File: config.mk
export PLATFORM = sky130hd
export DESIGN_NAME = ysyx_23060111_lsu
export DESIGN_NICKNAME = d
export VERILOG_FILES = /design/src/rtl/ysyx_23060111_lsu.sv
export SDC_FILE = /design/constraint.sdc
export NUM_CORES = 1
export LEC_CHECK = 0
export CAP_MARGIN = 20
export CORE_AREA = 5 5 120 122
export CTS_CLUSTER_DIAMETER = 150
export DETAILED_ROUTE_END_ITERATION = 8
export DIE_AREA = 0 0 125 127
export PLACE_DENSITY_LB_ADDON = 0.05
export SYNTH_ARGS = -nofsm -noshare
export SYNTH_HDL_FRONTEND = slang
export SYNTH_SLANG_ARGS = --single-unit
File: constraint.sdc
create_clock -name clk -period 10.48 [get_ports clk]
set_clock_uncertainty 0.05 [all_clocks]
set_input_delay 1.572 -clock clk [delete_from_list [all_inputs] [get_ports clk]]
set_output_delay 1.572 -clock clk [all_outputs]
set_load 0.02 [all_outputs]
File: src/rtl/ysyx_23060111_lsu.sv
// Load/store unit: one request at a time, word-addressed memory port with byte lanes.
// Latency: ACCESS LAT+1 cycles after accept, response one cycle later; errors/no-ops respond next cycle.
// Backpressure: response held with stable data until out_ready; in_ready low while busy.
module ysyx_23060111_lsu #(
  parameter int unsigned LAT = 0
) (
  input  logic        clk,
  input  logic        rst,
  input  logic        in_valid,
  output logic        in_ready,
  input  logic        in_ren,
  input  logic        in_wen,
  input  logic [2:0]  in_func,
  input  logic [31:0] in_addr,
  input  logic [31:0] in_wdata,
  output logic        out_valid,
  input  logic        out_ready,
  output logic [31:0] out_rdata,
  output logic        out_err,
  output logic [31:0] m_raddr,
  output logic        m_ren,
  input  logic [31:0] m_rdata,
  output logic [31:0] m_waddr,
  output logic [31:0] m_wdata,
  output logic [31:0] m_wmask,
  output logic        m_wen
);

  typedef enum logic [1:0] {
    S_IDLE,
    S_WAIT,
    S_ACCESS,
    S_RESP
  } state_t;

  // Counter start value: LAT-1 so that WAIT lasts exactly LAT cycles.
  localparam logic [3:0] CNT_INIT = (LAT == 0) ? 4'd0 : 4'(LAT - 1);

  state_t      state_q;
  state_t      state_d;

  logic        ren_q;
  logic        wen_q;
  logic [2:0]  func_q;
  logic [31:0] addr_q;
  logic [31:0] wdata_q;
  logic [3:0]  cnt_q;
  logic [31:0] rdata_q;
  logic        err_q;

  logic        req_err;
  logic        req_noop;
  logic [1:0]  off;
  logic [3:0]  st_mask;
  logic [31:0] st_data;
  logic [7:0]  rd_byte;
  logic [15:0] rd_half;
  logic [31:0] ld_result;

  // Decode errors on the incoming request so the decision is made at the accept edge.
  always_comb begin
    req_err  = 1'b0;
    req_noop = !in_ren && !in_wen;
    if (in_ren && in_wen) begin
      req_err = 1'b1;
    end else if (in_ren) begin
      case (in_func)
        3'b000, 3'b100: req_err = 1'b0;
        3'b001, 3'b101: req_err = in_addr[0];
        3'b010:         req_err = (in_addr[1:0] != 2'b00);
        default:        req_err = 1'b1;
      endcase
    end else if (in_wen) begin
      case (in_func)
        3'b000:  req_err = 1'b0;
        3'b001:  req_err = in_addr[0];
        3'b010:  req_err = (in_addr[1:0] != 2'b00);
        default: req_err = 1'b1;
      endcase
    end
  end

  // State register; reset aborts any in-flight request immediately.
  always_ff @(posedge clk or posedge rst) begin
    if (rst) begin
      state_q <= S_IDLE;
    end else begin
      state_q <= state_d;
    end
  end

  // Next-state and handshake/strobe outputs, all from registered state.
  always_comb begin
    state_d   = state_q;
    in_ready  = 1'b0;
    out_valid = 1'b0;
    m_ren     = 1'b0;
    m_wen     = 1'b0;
    case (state_q)
      S_IDLE: begin
        in_ready = 1'b1;
        if (in_valid) begin
          if (req_err || req_noop) begin
            state_d = S_RESP;
          end else if (LAT == 0) begin
            state_d = S_ACCESS;
          end else begin
            state_d = S_WAIT;
          end
        end
      end
      S_WAIT: begin
        if (cnt_q == 4'd0) begin
          state_d = S_ACCESS;
        end
      end
      S_ACCESS: begin
        m_ren   = ren_q;
        m_wen   = wen_q;
        state_d = S_RESP;
      end
      S_RESP: begin
        out_valid = 1'b1;
        if (out_ready) begin
          state_d = S_IDLE;
        end
      end
      default: state_d = S_IDLE;
    endcase
  end

  // Request capture at accept; the wait counter counts down while in WAIT.
  always_ff @(posedge clk or posedge rst) begin
    if (rst) begin
      ren_q   <= 1'b0;
      wen_q   <= 1'b0;
      func_q  <= 3'b000;
      addr_q  <= 32'h0;
      wdata_q <= 32'h0;
      cnt_q   <= 4'd0;
    end else if (state_q == S_IDLE && in_valid) begin
      ren_q   <= in_ren;
      wen_q   <= in_wen;
      func_q  <= in_func;
      addr_q  <= in_addr;
      wdata_q <= in_wdata;
      cnt_q   <= CNT_INIT;
    end else if (state_q == S_WAIT && cnt_q != 4'd0) begin
      cnt_q <= cnt_q - 4'd1;
    end
  end

  // Response registers: cleared on accept, load result captured at the end of ACCESS.
  always_ff @(posedge clk or posedge rst) begin
    if (rst) begin
      rdata_q <= 32'h0;
      err_q   <= 1'b0;
    end else if (state_q == S_IDLE && in_valid) begin
      rdata_q <= 32'h0;
      err_q   <= req_err;
    end else if (state_q == S_ACCESS && ren_q) begin
      rdata_q <= ld_result;
    end
  end

  assign off = addr_q[1:0];

  // Store lane placement: mask and data shifted into the addressed byte lanes.
  always_comb begin
    st_mask = 4'b0000;
    st_data = 32'h0;
    case (func_q[1:0])
      2'b00: begin
        st_mask = 4'b0001 << off;
        st_data = 32'(wdata_q[7:0]) << {off, 3'b000};
      end
      2'b01: begin
        st_mask = 4'b0011 << {addr_q[1], 1'b0};
        st_data = 32'(wdata_q[15:0]) << {addr_q[1], 4'b0000};
      end
      2'b10: begin
        st_mask = 4'b1111;
        st_data = wdata_q;
      end
      default: begin
        st_mask = 4'b0000;
        st_data = 32'h0;
      end
    endcase
  end

  // Load extraction from the returned word with sign or zero extension.
  always_comb begin
    rd_byte   = 8'(m_rdata >> {off, 3'b000});
    rd_half   = 16'(m_rdata >> {addr_q[1], 4'b0000});
    ld_result = 32'h0;
    case (func_q)
      3'b000:  ld_result = {{24{rd_byte[7]}}, rd_byte};
      3'b001:  ld_result = {{16{rd_half[15]}}, rd_half};
      3'b010:  ld_result = m_rdata;
      3'b100:  ld_result = {24'h0, rd_byte};
      3'b101:  ld_result = {16'h0, rd_half};
      default: ld_result = 32'h0;
    endcase
  end

  assign m_raddr   = {addr_q[31:2], 2'b00};
  assign m_waddr   = {addr_q[31:2], 2'b00};
  assign m_wdata   = st_data;
  assign m_wmask   = {28'h0, (m_wen ? st_mask : 4'b0000)};
  assign out_rdata = rdata_q;
  assign out_err   = err_q;

endmodule

; Word-level counts from Yosys, hierarchy flattened
; Index checks and enable logic that the tools add are counted.
; W data, S select, Z words.
[totals]
elab_cells = 74
ram_bits = 0
ff_bits = 108
n_memories = 0
output_inout_bits = 165
latch_bits = 0
mem_bits_ro = 0
inputBits = 105
[classes]
div = 0
shift = 6
n_reduce_logical = 20
eq_ne = 16
multipliers = 0
mux = 22
add_sub_neg = 1
n_lt_le_gt_ge = 0
n_bitwise = 0
[op_table]
columns = operator, n
row1 = $pmux W32 S5, 1
row2 = $pmux W32 S3, 1
row3 = $mux W32, 2
row4 = $shl A16 B5 Y32, 1
row5 = $shl A8 B5 Y32, 1
row6 = $shr A32 B5 Y16, 1
row7 = $shr A32 B5 Y8, 1
row8 = $eq A3 B3 Y1 const B, 4
row9 = $mux W4, 3
row10 = $pmux W4 S3, 1
row11 = $mux W1, 8
row12 = $pmux W2 S4, 1
row13 = $eq A2 B2 Y1 const B, 3
row14 = $eq A3 B1 Y1 const B, 2
row15 = $eq A3 B2 Y1 const B, 2
row16 = $logic_not A3 Y1, 2
row17 = $mux W2, 3
row18 = $ne A2 B2 Y1 const B, 3
row19 = $pmux W1 S3, 2
row20 = $reduce_bool A2 Y1, 3
row21 = $logic_and A1 B1 Y1, 5
row22 = $eq A2 B1 Y1 const B, 2
row23 = $logic_not A2 Y1, 2
row24 = $logic_not A4 Y1, 1
row25 = other kinds (8), 10

; Logic depth before layout (Yosys ltp)
[depth]
word_depth = 9
depth_mapped = 8
ltp_nobuf = 5

; Worst setup path before layout
; No wires, ideal clock.
[synth_timing]
kind = register to output
startpoint = register func_q[1]
endpoint = output m_wdata[24]
path_buffers = 2
required_ps = 8858
arrival_ps = 1557
stages_incl_launch_ff = 7
setup_slack_ps = 7301
cell_sequence = dfrtp_1 nor2b_1 clkbuf_1 and2_1 buf_2 a222oi_1 a21oi_1
[synth_between]
elab_chain_len = 2
elab_cells_between_ends = 4
cone_classes = eq/ne (2) / mux (1) / reduce/logical (1)
[synth_rtl]
columns = item, line
row1 = start: declaration, 44  ; logic [2:0] func_q;
row2 = start signal: assignment, 144  ; func_q <= in_func;
row3 = $eq A2 B2 Y1 (tied with other cells), 172  ; case (func_q[1:0])
row4 = $pmux W32 S3 *, 172
row5 = end: declaration, 24  ; output logic [31:0] m_wdata,
; Every way passes the cells marked *; elsewhere a longest branch is shown, timed or not.

; Worst setup path in the final report
[layout_timing]
startpoint = register func_q[1]
endpoint = output m_wdata[18]
; Same word-level chain as after synthesis.

==> summary.txt <==
Global routing
  – Vias in the first global route: 4643
  – Largest net degree at the start of global routing: 78
  – Global-route wire length before repair: 25.2 mm
  – GR Overflow Total: 0
  – Tot GR Track Use: 0.196
  – Antenna violations before repair: 0

Finish
  – Final Net Count: 802
  – Area delta synth->final: 37.1%
  – Final instance area: 8160 sq um
  – Diode count: 0
  – Layout cells sized above 1: 0.130

STA
  – Slew Limit Fails: 0
  – Final setup fails: 0
  – Fin crit period: 4900 ps
  – Endpoints failing hold: 0
  – RSZ-0062 raised after global routing: no
  – Fin Hold WS: 443 ps
  – Setup TNS: 0 ps
  – Rel. slew slack: 0.296
  – Final Cycle Share: 0.467
  – Slew @ Worst Pin: 1050 ps
  – Fmax achieved: 204 MHz

Synth
  – Number of synthesized register bits: 108
  – Top FF cell, synth: dfrtp_1
  – Post-Syn Area: 5950 sq um
  – Ys Warns: 0
  – Top cell type's share of synthesized area: 0.454
  – Largest area contributor in the synthesized netlist: dfrtp_1
  – Number of flops mapped to enable cells by yosys: 0
  – Largest cells by area after synthesis: dfrtp_1, buf_4, mux2_2, mux2_1, nand2_1
  – Post-synth cell types: 49
  – Synth async-reset ratio: 1.00
  – Sequential element share of the synthesized area: 0.454
  – Mapped Avg Cell Area: 11.1 sq um
  – Syn Inst Count: 538

Drt
  – Drt first-iter violations: 221
  – Drt wl/cell: 18.4 um
  – Drt via density: 5.20
  – Drt pass-1 iters: 5
  – Final WL: 16.2 mm
  – Drc violations: 0
  – Routed vias: 4562
  – DRT antenna net count: 0

Power and ir drop
  – Power, Total: 2.74 mW
  – Sw frac: 0.411
  – LEAKAGE: 3.38 nW
  – Clock power share: 0.134
  – Combinational share of power: 0.566
  – Pwr per Cell Area: 336 nW/um^2
  – Switch Pwr: 1.13 mW
  – Max rail drop VDD: 0.175 mV
  – Internal power: 1.62 mW
  – Sequential share of power: 0.300

Floorplan
  – FP Rows: 42
  – Core area: 13100 sq um
  – I/O Pins: 270
  – Die Ht: 127 um
  – Initial Utilization: 0.455
  – Die X: 125 um
  – Die area: 15900 sq um

Worst setup path
  – Crit end category: primary output
  – Critical Path RT: 8860 ps
  – Crit start category: flip-flop
  – Worst endpoint data arrival time: 3280 ps
  – FF-to-FF path depth: 4
  – Reg2reg setup slack: 8140 ps
  – Worst Path Max Fanout: 34
  – RR Startpoint: addr_q[1]$_DFFE_PP0P_
  – Kind of critical path: reg2out
  – Critical R2R Capture: out_rdata[11]$_DFFE_PP0P_

Min path
  – Hold Crit Class: reg2reg
  – Hold Path End: out_rdata[15]$_DFFE_PP0P_
  – WHS Path Cells: 2
  – Worst Min Path Start: out_rdata[15]$_DFFE_PP0P_

Place
  – DP Area: 7830 sq um
  – GPL Wtd Cong: 0.829
  – Detailed Place HPWL: 12.1 mm
  – I/O Buffers: 237

Outcome
  – Status: finished clean

Clock tree
  – Cts bufs inserted: 9
  – Hold-fix buffers at CTS: 0
  – Clock transition at path regs: 70 ps
  – Root Buffer: clkbuf_16
  – Setup bufs post-CTS: 0
  – Clock latency on the worst-skew pair: 340 ps
  – # clock sinks: 108
  – Clock tree buffer depth: 2
  – TritonCTS clock tree: done
  – CTS resizes: 0
  – CTS H-Tree Depth: 3

Run
  – Max-cap violations: 0
-- Yosys cell counts (all sizes together) (2+ instances only) --
cell    instances
or3             2
a22o            8
xnor2           2
a221o          16
nor4            2
nor3            2
a211oi          4
and3           10
nor3b           9
a21oi          13
and2            4
nor2b           2
mux4            7
nor2           18
mux2           75
nand2          51
dfrtp         108
nand2b          7
a22oi          13
inv             9
o31ai           2
clkbuf         11
buf           112
a221oi         12
a222oi          3
o21ai          24
-- registers in the layout, summed over array words and instances (netlist names) --
name / count
func_q: 3
wen_q: 1
out_err: 1
ren_q: 1
wdata_q: 32
state_q: 2
addr_q: 32
out_rdata: 32
cnt_q: 4
-- worst max-delay path, cell delays in order (launching register included) --
cell	delay [ps]
dfrtp_1	1020
inv_2	160
nor2_1	840
a22o_1	290
clkdlybuf4s50_1	610
-- area by class of cell --
class	instances	area, sq um
Fill cell	1046	4930
Multi-Input combinational cell	329	2490
Sequential cell	108	2700
Inverter	9	36.3
Timing Repair Buffer	239	2390
Clock inverter	7	98.8
Clock buffer	9	225
Tap cell	176	220
-- per-stage QoR --
step           utilization  setup WS, ps  cells
6_report             0.623          5580    877
5_1_grt              0.623          5410    877
4_1_cts              0.623          5610    877
3_5_place_dp         0.599          6010    861
3_3_place_gp         0.599          6060    861
2_1_floorplan            -          6010    569
-- cells by family after synthesis --
kind of cell	Yosys count	share of synthesized area
AOI/OAI and AO/OA	99	0.122
other	1	0.000630
buffers and inverters	132	0.148
DFF	108	0.454
xor gates and xnor gates	3	0.00442
muxes	83	0.172
adders and majority gates	1	0.00210
and+or+nand+nor	111	0.0961
-- per-layer routing --
layer,share of wire,global-route usage
met5,0,0
met4,0.020,0.0670
met3,0.088,0.0576
met2,0.49,0.329
met1,0.40,0.245
-- how the worst max path moves through the flow --
| stage | start | endpoint | slack (ps) | cells past startpoint |
|---|---|---|---|---|
| 2_1_floorplan | rst | addr_q[0]$_DFFE_PP0P_ | 6010 | 1 |
| 3_5_place_dp | func_q[1]$_DFFE_PP0P_ | m_wdata[17] | 6010 | 4 |
| 3_3_place_gp | func_q[1]$_DFFE_PP0P_ | m_wdata[23] | 6060 | 4 |
| 6_report | func_q[1]$_DFFE_PP0P_ | m_wdata[18] | 5580 | 4 |
| 5_1_grt | func_q[1]$_DFFE_PP0P_ | m_wdata[17] | 5410 | 4 |
| 4_1_cts | func_q[1]$_DFFE_PP0P_ | m_wdata[17] | 5610 | 4 |
-- power by group through the flow --
stage	sequential [mW]	combinational, mW	clock [mW]
6_report	0.823	1.55	0.369
5_1_grt	0.861	1.65	0.395
4_1_cts	0.824	1.57	0.381
3_5_place_dp	0.829	1.56	0
3_3_place_gp	0.820	1.55	0
2_1_floorplan	0.808	1.05	0
-- cell usage in the layout, fill, tap and decap left out, types with 2 or more instances in the layout --
| cell | Yosys | routed |
|---|---|---|
| and2_1 | 4 | 3 |
| inv_6 | 0 | 2 |
| o21ai_1 | 17 | 17 |
| a221o_1 | 16 | 16 |
| mux2_2 | 55 | 55 |
| nand2_1 | 50 | 50 |
| and3_1 | 10 | 10 |
| bufinv_16 | 0 | 2 |
| a22oi_1 | 13 | 13 |
| a211oi_1 | 4 | 4 |
| a221oi_1 | 12 | 12 |
| clkbuf_16 | 0 | 9 |
| inv_2 | 2 | 2 |
| nor2b_1 | 2 | 2 |
| nor3b_1 | 8 | 8 |
| xnor2_1 | 2 | 2 |
| o31ai_1 | 2 | 2 |
| inv_1 | 7 | 6 |
| a21oi_1 | 13 | 13 |
| conb_1 | 1 | 32 |
| nor2_1 | 18 | 18 |
| a22o_1 | 8 | 8 |
| buf_4 | 96 | 2 |
| nand2b_1 | 7 | 7 |
| dfrtp_1 | 108 | 108 |
| mux4_2 | 7 | 7 |
| mux2_1 | 20 | 20 |
| a222oi_1 | 3 | 3 |
| o21ai_0 | 7 | 7 |
| clkdlybuf4s50_1 | 0 | 237 |
Note: power is estimated with default switching activity, not from simulation.
